**src/rtl/vga_framebuffer_reader.sv**
```systemverilog
// 640x480@60 scan-out: divide-by-2 pixel phase, linear read address, registered RGB/sync pins.
// Latency: a pixel reaches the pins one pixel (2 Clocks) after its counters; free-running, no backpressure.
module vga_framebuffer_reader #(
  parameter int H_VISIBLE  = 640,
  parameter int H_FRONT    = 16,
  parameter int H_SYNC     = 96,
  parameter int H_BACK     = 48,
  parameter int V_VISIBLE  = 480,
  parameter int V_FRONT    = 10,
  parameter int V_SYNC     = 2,
  parameter int V_BACK     = 33,
  parameter int ADDR_WIDTH = 19,
  parameter int DATA_WIDTH = 3
) (
  input  logic                  Clock,
  input  logic                  Reset,
  output logic [ADDR_WIDTH-1:0] oReadAddress,
  input  logic [DATA_WIDTH-1:0] iReadData,
  output logic                  oVGA_R,
  output logic                  oVGA_G,
  output logic                  oVGA_B,
  output logic                  oVGA_HSYNC,
  output logic                  oVGA_VSYNC,
  output logic                  oFrameStart,
  output logic                  oVisible
);

  localparam int H_TOTAL = H_VISIBLE + H_FRONT + H_SYNC + H_BACK;
  localparam int V_TOTAL = V_VISIBLE + V_FRONT + V_SYNC + V_BACK;

  localparam logic [9:0] H_LAST   = 10'(H_TOTAL - 1);
  localparam logic [9:0] V_LAST   = 10'(V_TOTAL - 1);
  localparam logic [9:0] H_VIS    = 10'(H_VISIBLE);
  localparam logic [9:0] V_VIS    = 10'(V_VISIBLE);
  localparam logic [9:0] HS_FIRST = 10'(H_VISIBLE + H_FRONT);
  localparam logic [9:0] HS_LAST  = 10'(H_VISIBLE + H_FRONT + H_SYNC - 1);
  localparam logic [9:0] VS_FIRST = 10'(V_VISIBLE + V_FRONT);
  localparam logic [9:0] VS_LAST  = 10'(V_VISIBLE + V_FRONT + V_SYNC - 1);

  localparam logic [ADDR_WIDTH-1:0] ADDR_LAST = ADDR_WIDTH'(H_VISIBLE * V_VISIBLE - 1);
  localparam logic [ADDR_WIDTH-1:0] ADDR_ONE  = ADDR_WIDTH'(1);

  logic                  phase;
  logic [9:0]            hcount;
  logic [9:0]            vcount;
  logic [ADDR_WIDTH-1:0] addr;
  logic [2:0]            rgb;
  logic                  hsync;
  logic                  vsync;
  logic                  frame_start;
  logic                  visible_q;

  logic                  h_last;
  logic                  v_last;
  logic                  visible;
  logic                  in_hsync;
  logic                  in_vsync;
  logic [2:0]            pixel;
  logic [9:0]            hcount_next;
  logic [9:0]            vcount_next;
  logic [ADDR_WIDTH-1:0] addr_next;

  always_comb begin
    h_last      = (hcount == H_LAST);
    v_last      = (vcount == V_LAST);
    visible     = (hcount < H_VIS) && (vcount < V_VIS);
    in_hsync    = (hcount >= HS_FIRST) && (hcount <= HS_LAST);
    in_vsync    = (vcount >= VS_FIRST) && (vcount <= VS_LAST);
    // Blanking must never leak memory data, even undefined data, onto the pins.
    pixel       = visible ? iReadData[2:0] : 3'b000;
    hcount_next = h_last ? 10'd0 : hcount + 10'd1;
    vcount_next = vcount;
    if (h_last) begin
      vcount_next = v_last ? 10'd0 : vcount + 10'd1;
    end
    // Address tracks the next visible pixel; it saturates on the last one and holds through blanking.
    addr_next = addr;
    if (h_last && v_last) begin
      addr_next = '0;
    end else if (visible && (addr != ADDR_LAST)) begin
      addr_next = addr + ADDR_ONE;
    end
  end

  always_ff @(posedge Clock) begin
    if (!Reset) begin
      phase       <= 1'b0;
      hcount      <= '0;
      vcount      <= '0;
      addr        <= '0;
      rgb         <= 3'b000;
      hsync       <= 1'b1;
      vsync       <= 1'b1;
      frame_start <= 1'b0;
      visible_q   <= 1'b0;
    end else begin
      phase       <= ~phase;
      frame_start <= phase & h_last & v_last;
      if (phase) begin
        hcount    <= hcount_next;
        vcount    <= vcount_next;
        addr      <= addr_next;
        rgb       <= pixel;
        hsync     <= ~in_hsync;
        vsync     <= ~in_vsync;
        visible_q <= visible;
      end
    end
  end

  assign oReadAddress = addr;
  assign oVGA_R       = rgb[2];
  assign oVGA_G       = rgb[1];
  assign oVGA_B       = rgb[0];
  assign oVGA_HSYNC   = hsync;
  assign oVGA_VSYNC   = vsync;
  assign oFrameStart  = frame_start;
  assign oVisible     = visible_q;

endmodule

```
**config.mk**
```make
export PLATFORM = sky130hd
export DESIGN_NAME = vga_framebuffer_reader
export DESIGN_NICKNAME = d
export VERILOG_FILES = /design/src/rtl/vga_framebuffer_reader.sv
export SDC_FILE = /design/constraint.sdc
export NUM_CORES = 1
export LEC_CHECK = 0
export ABC_AREA = 0
export ABC_CLOCK_PERIOD_IN_PS = 2300
export BUFFER_PORTS_ARGS = -buffer_cell sky130_fd_sc_hd__buf_2
export CORE_ASPECT_RATIO = 1.25
export CORE_UTILIZATION = 56
export DETAILED_ROUTE_END_ITERATION = 8
export HOLD_SLACK_MARGIN = 0.03
export PLACE_DENSITY = 0.74
export SLEW_MARGIN = 0
export SYNTH_ARGS = -nofsm -noshare
export SYNTH_HDL_FRONTEND = slang
export SYNTH_SLANG_ARGS = --single-unit
```
**constraint.sdc**
```tcl
create_clock -name Clock -period 2.3 [get_ports Clock]
set_input_delay 0.46 -clock Clock [delete_from_list [all_inputs] [get_ports Clock]]
set_output_delay 0.46 -clock Clock [all_outputs]
set_load 0.01 [all_outputs]
```
---- Word level (Yosys, flattened, before mapping) ----
Cells that the tools add are included.
storage, ports and cells
  input port bits ......................... 5
  register bits after elaboration ......... 47
cells by class
  bitwise gates (word level) .............. 5
  magnitude comparators ................... 6
  muxes and demuxes ....................... 5
  equality and inequality tests ........... 3
  reductions and logical operators ........ 8
  add/subtract/negate cells ............... 3
operator list
  cell                                                              count
  two-way mux 19 bit                                                2
  adder 10 x 1 -> 10 bit (second input constant)                    2
  == test 10 bit (second input constant)                            2
  two-way mux 10 bit                                                2
  adder 19 x 1 -> 19 bit (second input constant)                    1
  != test 19 bit (second input constant)                            1
  >= comparator 10 bit (second input constant)                      1
  >= comparator 10 x 9 -> 1 bit (second input constant)             1
  less-or-equal comparator 10 bit (second input constant)           1
  less-or-equal comparator 10 x 9 -> 1 bit (second input constant)  1
  < comparator 10 bit (second input constant)                       1
  < comparator 10 x 9 -> 1 bit (second input constant)              1
  logical AND 1 bit                                                 5
  AND reduction 2 bit                                               2
  two-way mux 3 bit                                                 1
  NOT 1 bit                                                         3
  AND 1 bit                                                         2
  nonzero test 2 bit                                                1

---- Longest topological paths before layout ----
Gate-level depths: netlist of run 1.
  word-level depth ........................ 5
  mapped depth ............................ 8
  gate-level depth less buffers ........... 7

---- Worst setup path before layout of run 1 ----
OpenSTA, ideal clock, no wires.
  path type ............................... register -> register
  start point ............................. register addr[4], in the netlist oReadAddress[4]
  end point ............................... register addr[15], in the netlist oReadAddress[15]
  slack ................................... 0.380 ns
  arrival ................................. 1.859 ns
  cell stages (with the launch flop) ...... 6
  library setup time ...................... 0.060 ns
  period minus slack after synthesis ...... 1.920 ns
  cells stage by stage .................... dfxtp_1 > nand4_2 > or3_4 > a211o_1 > or4_1 > nand2_1
between the ends
  longest elaborated chain between the ends .. 4
  elaborated cells between the ends (all ways) .. 7
  those cells by class .................... add/sub (1); eq/ne (1); mux (2); reduce/logical (3)
ends and longest elaborated chain
  what                                                            RTL line  source
  start: declaration                                              46        logic [ADDR_WIDTH-1:0] addr;
  start signal: assignment                                        102       addr <= addr_next;
  branches (longest 4 deep; another with adder 19 x 1 -> 19 bit)  -
Several ways; the timed one is not identified. The select of a mux whose other input is x is not followed.
A chain may end at the register's enable or synchronous reset.

---- Worst setup path in the final report of run 1 ----
  start point ............................. register addr[0], in the netlist oReadAddress[0]
  end point ............................... register addr[5], in the netlist oReadAddress[5]
Same word-level chain as after synthesis.

==> results_dict.tcl, run 1 <==
set metrics [dict create \
    status "finished clean" \
    grt_start_max_net_pins 15 \
    critical_path.cell_chain "ha_1 -> nand3_1 -> nor3_1 -> a21o_1 -> o21ai_0 -> a22oi_1" \
    critPathBufInv 0 \
    detailedRoute.firstIterationViolations 130 \
    postSynthNetCount 273 \
    slew-limit-headroom_pct 68.3 \
    power_density_nw_per_um2 564 \
    timing.hold.worst.start "iReadData[2]" \
    setup_viol_count_final 0 \
    synthesis.area_um2 2260 \
    timing.critical_path.depth 6 \
    worst_ep_required_time_ns 2.53 \
    worst_hold_path.num_cells 2 \
    slew_viol_final 0 \
    rows 25 \
    synthArstFlopShare_pct 0 \
    placement.cell_area_um2 2510 \
    floorplan_core_area_um2 3820 \
    critical_path.max_fanout 13 \
    rrSetupSlack_ns 0.23 \
    routed_wirelength_um 4980 \
    final_min_period_over_clock_period_pct 90.1 \
    dieHeight_um 73.0 \
    critPathArrivalTime_ns 2.30 \
    timing_hold_violations_final 0 \
    final.hold.worst_slack_ns 0.363 \
    timing_worst_setup_path_type "register to register" \
    worst_r2r_startpoint "oReadAddress[0]" \
    detail-route-antenna-nets 0 \
    gate_family_responsible_for_the_most_delay_along_the_worst_path "compound AO/OA/AOI/OAI gates" \
    postSynthAreaPerCell_um2 8.58 \
    ys_seq_elements 47 \
    start_kind "register" \
    io_pins 31 \
    critPathLaunch "oReadAddress[0]" \
    grt_pass1_vias 1816 \
    final_layout_size_suffix_gt1_share_pct 18.4 \
    grtUsageTotal_pct 25.0 \
    floorplan.die.width_um 58.8 \
    cts_tree "built" \
    period_minus_slack_ns 2.07 \
    crit_path_max_incr_delay_ns 0.43 \
    hold_path.class "primary input to register" \
    tightestPinTransition_ns 0.476 \
    fin_skew_ns 0.00616 \
    grt-ovfl-total 0 \
    post_cts.repair.setup_buffers 0 \
    design.die.area_um2 4290 \
    port_buffers 30 \
    synth_top_flop_cell "sky130_fd_sc_hd__dfxtp_1" \
    post_cts_resize_count 0 \
    p_leak_nw 1.05 \
    syn_inst 263 \
    clkSlewWorstSetupHoldPaths_ns 0.09 \
    setup_repair_after_global_routing_missed_its_margin "no" \
    drt-wirelength-per-cell_um 13.9 \
    cts_made_buffers 5 \
    detail_route.first_pass.iterations 4 \
    clockRootBuffer "sky130_fd_sc_hd__clkbuf_8" \
    finish.net_count 313 \
    detailedPlacementHpwl_um 3500 \
    pre_cts_setup_slack_ns 0.296 \
    sequential_cell_area_fraction_in_the_yosys_report_pct 41.7 \
    grt_first_pass_wirelength_um 8180 \
    avg_vias_per_cell 5.66 \
    yosys_warnings 0 \
    critPathCaptureType "register" \
    max_cap_viol_count 0 \
    drc 0 \
    htreeDepth 2 \
    totalNegativeSetupSlack_ns 0 \
    worst_r2r_path_depth 6 \
    antenna_found_initial 0 \
    gp_congestion 0.827 \
    fill_cells 351 \
    final.setup.worst_slack_ns 0.228 \
    layout.cell_area.non_filler_um2 2620 \
    vias 2027 \
    crit_slowest_cell "sky130_fd_sc_hd__dfxtp_1" \
    n_antenna_cell 0 \
    cts.sinks 47 \
    cts_hold_buf 0 \
    fmax_ghz 0.483 \
    synth_edf_count 0 \
    vdd.ir_drop.worst_mv 0.470 \
    initial_utilization_pct 59.1 \
    synthToLayoutAreaGrowth_pct 15.9 \
    cts_max_path_buffers 2 \
    synth.distinct_cells 46 \
    clkLatencyLatePin_ns 0.30 \
]
-- synth_stat cells, types with 2 or more instances --
cell	count	area share [%]
sky130_fd_sc_hd__a21o_1	2	0.66
sky130_fd_sc_hd__a21oi_1	8	1.8
sky130_fd_sc_hd__o21ai_0	4	0.89
sky130_fd_sc_hd__a22o_1	3	1.2
sky130_fd_sc_hd__clkbuf_1	4	0.66
sky130_fd_sc_hd__nor4_1	7	1.9
sky130_fd_sc_hd__dfxtp_1	47	42
sky130_fd_sc_hd__buf_4	2	0.66
sky130_fd_sc_hd__and3_1	7	1.9
sky130_fd_sc_hd__and4_1	3	1.2
sky130_fd_sc_hd__xnor2_1	12	4.7
sky130_fd_sc_hd__nor3_1	7	1.6
sky130_fd_sc_hd__a31oi_1	2	0.55
sky130_fd_sc_hd__nor2_2	2	0.55
sky130_fd_sc_hd__nand2_1	27	4.5
sky130_fd_sc_hd__nand3b_1	2	0.66
sky130_fd_sc_hd__or4_1	5	1.7
sky130_fd_sc_hd__o211ai_1	6	2.0
sky130_fd_sc_hd__nor2_1	28	4.7
sky130_fd_sc_hd__inv_1	12	2.0
sky130_fd_sc_hd__nand4_1	11	3.0
sky130_fd_sc_hd__o31ai_1	3	1.0
sky130_fd_sc_hd__ha_1	5	2.8
sky130_fd_sc_hd__nand3_1	15	3.3
sky130_fd_sc_hd__nor3b_1	2	0.66
sky130_fd_sc_hd__a211oi_1	4	1.3
sky130_fd_sc_hd__or3_1	2	0.55
sky130_fd_sc_hd__xor2_1	12	4.7
sky130_fd_sc_hd__or3_4	2	1.0
-- layout make-up --
cell class | instances | area, um2 | area share, %
well taps | 54 | 67.6 | 2.58
inverters | 13 | 48.8 | 1.87
repair buffers | 41 | 233 | 8.90
clock inverters | 1 | 7.51 | 0.287
clock buffers | 7 | 96.3 | 3.68
flip-flops and latches | 47 | 941 | 36.0
multi-input cells | 195 | 1220 | 46.7
-- placed cells by master (no fill, tap or decap), drive strengths merged, types with 2 or more instances in the layout --
cell    netlist  routed
dfxtp        47      47
buf           4      41
nor2         30      30
nand2        27      27
nand3        15      15
inv          12      12
xnor2        12      12
xor2         12      12
nand4        12      12
a21oi         8       8
nor3          8       8
nor4          8       8
and3          7       7
clkbuf        4       7
o211ai        6       6
or4           5       5
ha            5       5
o21ai         5       5
a211oi        4       4
or3           4       4
and4          3       3
o31ai         3       3
a22o          3       3
nor3b         2       2
a21o          2       2
nand3b        2       2
a31oi         2       2
-- sequential cells by signal, indices dropped and copies added, names as in the netlist, 3 cells and up --
signal,cells
hcount,10
rgb,3
oReadAddress,19
vcount,10
-- metal layers --
layer	up-vias	GRT usage, %	wire [um]
met5	-	0	0
met4	0	9.52	97
met3	10	5.32	189
met2	46	42.6	2480
met1	945	30.5	2210
li1	1026	-	-
-- through the flow --
stage / std cells / util [%] / power [mW]
6_report: 358 / 68.5 / 1.48
5_1_grt: 358 / 68.5 / 1.53
4_1_cts: 358 / 68.5 / 1.48
3_5_place_dp: 350 / 65.8 / 0.934
3_3_place_gp: 350 / 65.8 / 0.932
2_1_floorplan: 263 / - / 0.902
-- final timing paths --
kind                      to
max          oReadAddress[5]
max reg2reg  oReadAddress[5]
min reg2reg       oVGA_HSYNC
min                   rgb[2]
-- where the power goes --
part | switching, mW | leakage [nW] | internal, mW
Combinational | 0.0498 | 0.618 | 0.0297
Clock | 0.286 | 0.0505 | 0.274
Sequential | 0.0114 | 0.380 | 0.825
Total | 0.347 | 1.05 | 1.13
-- cell families (layout without fill, tap and decap cells) --
kind of cell,count (synthesis),count (layout),synth area share (%)
buf+inv,21,62,4.21
simple gates,128,128,30.7
xor+xnor,24,24,9.31
flops,47,47,41.7
compound gates,38,38,11.4
fa+ha+maj,5,5,2.77
Power figures use the tool's default switching activity.
==> inputs of run 2 (changes only) <==
- CORE_UTILIZATION: 56 -> 42
- PLACE_DENSITY: 0.74 -> 0.57
==> run 2 against run 1 <==
Compared with the run above:
- clock skew is 0.00063 ns lower
- combinational power is 2.9% higher
- sequential power hardly changed
- maximum frequency is 2.7% higher
- via count is 1.5% lower
- non-clock buffer count stayed put
- final area is 1.4% higher
- highest routed layer unchanged
- largest power group unchanged
- largest cell class unchanged
- wire length is 0.26% lower
==> results_dict.tcl, run 2 (synthesis gave the netlist of run 1 again) <==
set metrics [dict create \
    floorplan.die.width_um 67.6 \
    power_density_nw_per_um2 584 \
    status "finished clean" \
    layout.core_utilization_pct 51.8 \
    cts_made_buffers 5 \
    rows 29 \
    setup_repair_after_global_routing_missed_its_margin "no" \
    clockRootBuffer "sky130_fd_sc_hd__clkbuf_8" \
    critical_path.max_fanout 15 \
    io_pins 31 \
    slew_viol_final 0 \
    drt-wirelength-per-cell_um 13.6 \
    critPathArrivalTime_ns 2.21 \
    hold_path.class "primary input to register" \
    placement.cell_area_um2 2530 \
    initial_utilization_pct 44.1 \
    rrSetupSlack_ns 0.28 \
    post_cts.repair.setup_buffers 0 \
    n_antenna_cell 0 \
    setup_viol_count_final 0 \
    timing_hold_violations_final 0 \
    post_cts_resize_count 0 \
    cts_hold_buf 0 \
    final_min_period_over_clock_period_pct 87.7 \
    timing.hold.worst.start "iReadData[0]" \
    dieHeight_um 84.0 \
    max_cap_viol_count 0 \
    fmax_ghz 0.496 \
    critPathCaptureType "register" \
    largest_register_ffs 19 \
    avg_vias_per_cell 5.46 \
    detailedRoute.firstIterationViolations 82 \
    tightestPinTransition_ns 0.467 \
    critPathLaunch "hcount[5]" \
    totalNegativeSetupSlack_ns 0 \
    layout.cell_area.non_filler_um2 2650 \
    gp_congestion 0.800 \
    fill_cells 510 \
    port_buffers 30 \
    worst_r2r_path_depth 6 \
    reg2reg_to "oReadAddress[15]" \
    floorplan_core_area_um2 5120 \
    mostFrequentLayoutCells "47 x sky130_fd_sc_hd__dfxtp_1, 30 x sky130_fd_sc_hd__buf_2, 28 x sky130_fd_sc_hd__nor2_1, 27 x sky130_fd_sc_hd__nand2_1, 15 x sky130_fd_sc_hd__nand3_1" \
    layout_commonest_cell "sky130_fd_sc_hd__dfxtp_1" \
    worst_hold_path.num_cells 2 \
    cts_tree "built" \
    detail_route.first_pass.iterations 4 \
    grt-ovfl-total 0 \
    htreeDepth 2 \
    vias 1997 \
    clkSlewWorstSetupHoldPaths_ns 0.08 \
    antenna_found_initial 0 \
    seq_cell_area_um2 941 \
    worst_ep_required_time_ns 2.49 \
    grt_pass1_vias 1809 \
    final_layout_size_suffix_gt1_share_pct 18.4 \
    multi_input_area_um2 1220 \
    grt_start_max_net_pins 16 \
    start_kind "register" \
    synthToLayoutAreaGrowth_pct 17.5 \
    worst_r2r_startpoint "hcount[5]" \
    finish.net_count 313 \
    timing_worst_setup_path_type "register to register" \
    routed_wirelength_um 4970 \
    vdd.ir_drop.worst_mv 0.559 \
    clkLatencyLatePin_ns 0.30 \
    grtUsageTotal_pct 18.8 \
    detailedPlacementHpwl_um 3710 \
    cts.sinks 47 \
    p_leak_nw 1.06 \
    design.die.area_um2 5670 \
    detail-route-antenna-nets 0 \
    final.hold.worst_slack_ns 0.379 \
    total_power_mw 1.55 \
    grt_first_pass_wirelength_um 8160 \
    slew-limit-headroom_pct 68.9 \
    holdPathEnd "rgb[0]" \
    drc 0 \
    cts_max_path_buffers 2 \
    period_minus_slack_ns 2.02 \
    fin_skew_ns 0.00553 \
]
## run 2: per-stage QoR
step,cells,setup WS [ns]
final,366,0.282
after global routing,366,0.136
after CTS,366,0.279
after detailed placement,358,0.301
after global placement,358,0.319
after floorplan,263,0.380
## run 2: worst max path at each step
| stage | depth (start not counted) | slack (ns) | endpoint |
|---|---|---|---|
| 2_1_floorplan | 5 | 0.38 | oReadAddress[15] |
| 3_3_place_gp | 5 | 0.32 | oReadAddress[15] |
| 3_5_place_dp | 6 | 0.30 | oReadAddress[15] |
| 4_1_cts | 6 | 0.28 | oReadAddress[15] |
| 5_1_grt | 5 | 0.14 | vcount[9] |
| 6_report | 6 | 0.28 | oReadAddress[15] |
## run 2: final cells by class
type | count | area share (%)
multi-input combinational | 195 | 46.1
sequential | 47 | 35.5
timing repair buffer | 41 | 9.25
clock buffer | 6 | 3.11
tap | 62 | 2.93
inverter | 13 | 1.84
clock inverter | 2 | 1.32
## run 2: metal layers
layer / track usage, % / share of wire [%]
met4: 7.93 / 2.0
met1: 21.4 / 45
met5: 0 / 0
met2: 32.9 / 50
met3: 3.14 / 3.0
## run 2: power breakdown
group / switching (mW) / internal, mW / leakage (nW)
sequential: 0.0103 / 0.825 / 0.380
combinational: 0.0502 / 0.0317 / 0.623
clock: 0.279 / 0.352 / 0.0612
total: 0.339 / 1.21 / 1.06
## run 2: critical path, cell delays in order (launching register included)
cell and delay (ns):
sky130_fd_sc_hd__dfxtp_1 0.35, sky130_fd_sc_hd__or3_4 0.41, sky130_fd_sc_hd__or3_1 0.51, sky130_fd_sc_hd__o21ai_1 0.29, sky130_fd_sc_hd__buf_12 0.19, sky130_fd_sc_hd__or4_1 0.12
sky130_fd_sc_hd__nand2_1 0.05
==> inputs of run 3 (changes only) <==
- CORE_UTILIZATION: 42 -> 51
- PLACE_DENSITY: 0.57 -> 0.68
==> run 3 against run 2 <==
Compared with the run above:
- critical path depth is 1 lower
- first-iteration DRC count is 30% higher
- register-to-register slack worse by 0.06 ns
- final area is 2.3% lower
- sequential power hardly changed
- core utilization is 10 points higher
==> results_dict.tcl, run 3 (synthesis gave the netlist of run 1 again) <==
set metrics [dict create \
    design.die.area_um2 4700 \
    floorplan_core_area_um2 4160 \
    n_antenna_cell 0 \
    final.setup.worst_slack_ns 0.224 \
    start_kind "register" \
    pre_cts_setup_slack_ns 0.291 \
    slew_viol_final 0 \
    finish.net_count 312 \
    critPathCaptureType "register" \
    slew-limit-headroom_pct 67.5 \
    dieHeight_um 76.4 \
    status "finished clean" \
    p_leak_nw 1.03 \
    crit_slowest_cell "sky130_fd_sc_hd__or3_1" \
    detail-route-antenna-nets 0 \
    critical_path.cell_chain "or3_4 -> or3_1 -> nor4_1 -> xnor2_1 -> nor2_2" \
    initial_utilization_pct 54.2 \
    tightestPinTransition_ns 0.484 \
    totalNegativeSetupSlack_ns 0 \
    gate_family_responsible_for_the_most_delay_along_the_worst_path "simple AND/OR/NAND/NOR gates" \
    vdd.ir_drop.worst_mv 0.406 \
    drt-wirelength-per-cell_um 13.9 \
    detailedRoute.firstIterationViolations 107 \
    detailedPlacementHpwl_um 3580 \
    final_min_period_over_clock_period_pct 90.3 \
    max_cap_viol_count 0 \
    clkSlewWorstSetupHoldPaths_ns 0.09 \
    io_pins 31 \
    cts_max_path_buffers 2 \
    floorplan.die.width_um 61.5 \
    clockRootBuffer "sky130_fd_sc_hd__clkbuf_8" \
    setup_repair_after_global_routing_missed_its_margin "no" \
    clkLatencyLatePin_ns 0.30 \
    fin_skew_ns 0.0114 \
    post_cts.repair.setup_buffers 0 \
    synthToLayoutAreaGrowth_pct 14.8 \
    grt_pass1_vias 1748 \
    post_cts_resize_count 0 \
    final_layout_size_suffix_gt1_share_pct 17.8 \
    worst_ep_required_time_ns 2.49 \
    port_buffers 30 \
    htreeDepth 2 \
    grt_first_pass_wirelength_um 8160 \
    cts_hold_buf 0 \
    antenna_found_initial 0 \
    layout.cell_area.non_filler_um2 2590 \
    crit_path_max_incr_delay_ns 0.51 \
    worst_hold_path.num_cells 2 \
    layout_commonest_cell "sky130_fd_sc_hd__dfxtp_1" \
    cts_made_buffers 5 \
    grt-ovfl-total 0 \
    avg_vias_per_cell 5.62 \
    cts.sinks 47 \
    drc 0 \
    critPathArrivalTime_ns 2.27 \
    cts_tree "built" \
    routed_wirelength_um 5010 \
    hold_path.class "primary input to register" \
    grt_start_max_net_pins 15 \
    timing_hold_violations_final 0 \
    critical_path.max_fanout 9 \
    detail_route.first_pass.iterations 4 \
    largest_register_ffs 19 \
    vias 2019 \
    worst_r2r_path_depth 5 \
    total_power_mw 1.40 \
    gp_congestion 0.851 \
    placement.cell_area_um2 2510 \
    critPathBufInv 0 \
    period_minus_slack_ns 2.08 \
    fmax_ghz 0.482 \
    power_density_nw_per_um2 541 \
    mostFrequentLayoutCells "47 x sky130_fd_sc_hd__dfxtp_1, 30 x sky130_fd_sc_hd__buf_2, 28 x sky130_fd_sc_hd__nor2_1, 27 x sky130_fd_sc_hd__nand2_1, 15 x sky130_fd_sc_hd__nand3_1" \
    rows 26 \
    layout.core_utilization_pct 62.2 \
    timing.critical_path.depth 5 \
    timing_worst_setup_path_type "register to register" \
    setup_viol_count_final 0 \
    grtUsageTotal_pct 22.7 \
]
[run 3: cell types whose count changed in the layout (fill, tap and decap cells not counted), sizes merged]
cell	previous run	this run
buf	41	40
bufinv	1	0
clkinvlp	0	1
[run 3: metal layers]
metal / GRT usage, % / routed length, um
met1: 29.1 / 2270
met3: 4.75 / 183
met4: 7.78 / 51
met5: 0 / 0
met2: 36.8 / 2500
[run 3: path summary, 6_finish.rpt]
check | start | to | slack, ns
max | hcount[5] | vcount[9] | 0.22
min reg2reg | oVGA_HSYNC | oVGA_HSYNC | 0.45
max reg2reg | hcount[5] | vcount[9] | 0.22
min | iReadData[2] | rgb[2] | 0.38
[run 3: area by class of cell]
cell class,instances,area (um2)
fill,404,1570
timing repair buffer,40,225
multi-input combinational,195,1220
inverter,13,48.8
tap,56,70.1
sequential,47,941
clock buffer,6,72.6
clock inverter,2,12.5
[run 3: per-stage QoR]
step           instances  hold slack [ns]
2_1_floorplan        263            0.470
3_3_place_gp         351            0.430
3_5_place_dp         351            0.436
5_1_grt              359            0.369
6_report             359            0.379
4_1_cts              359            0.372
[run 3: report_power, final]
| group | internal, mW | switching [mW] |
|---|---|---|
| registers | 0.825 | 0.0107 |
| clock network | 0.213 | 0.274 |
| logic | 0.0296 | 0.0496 |
| total | 1.07 | 0.334 |
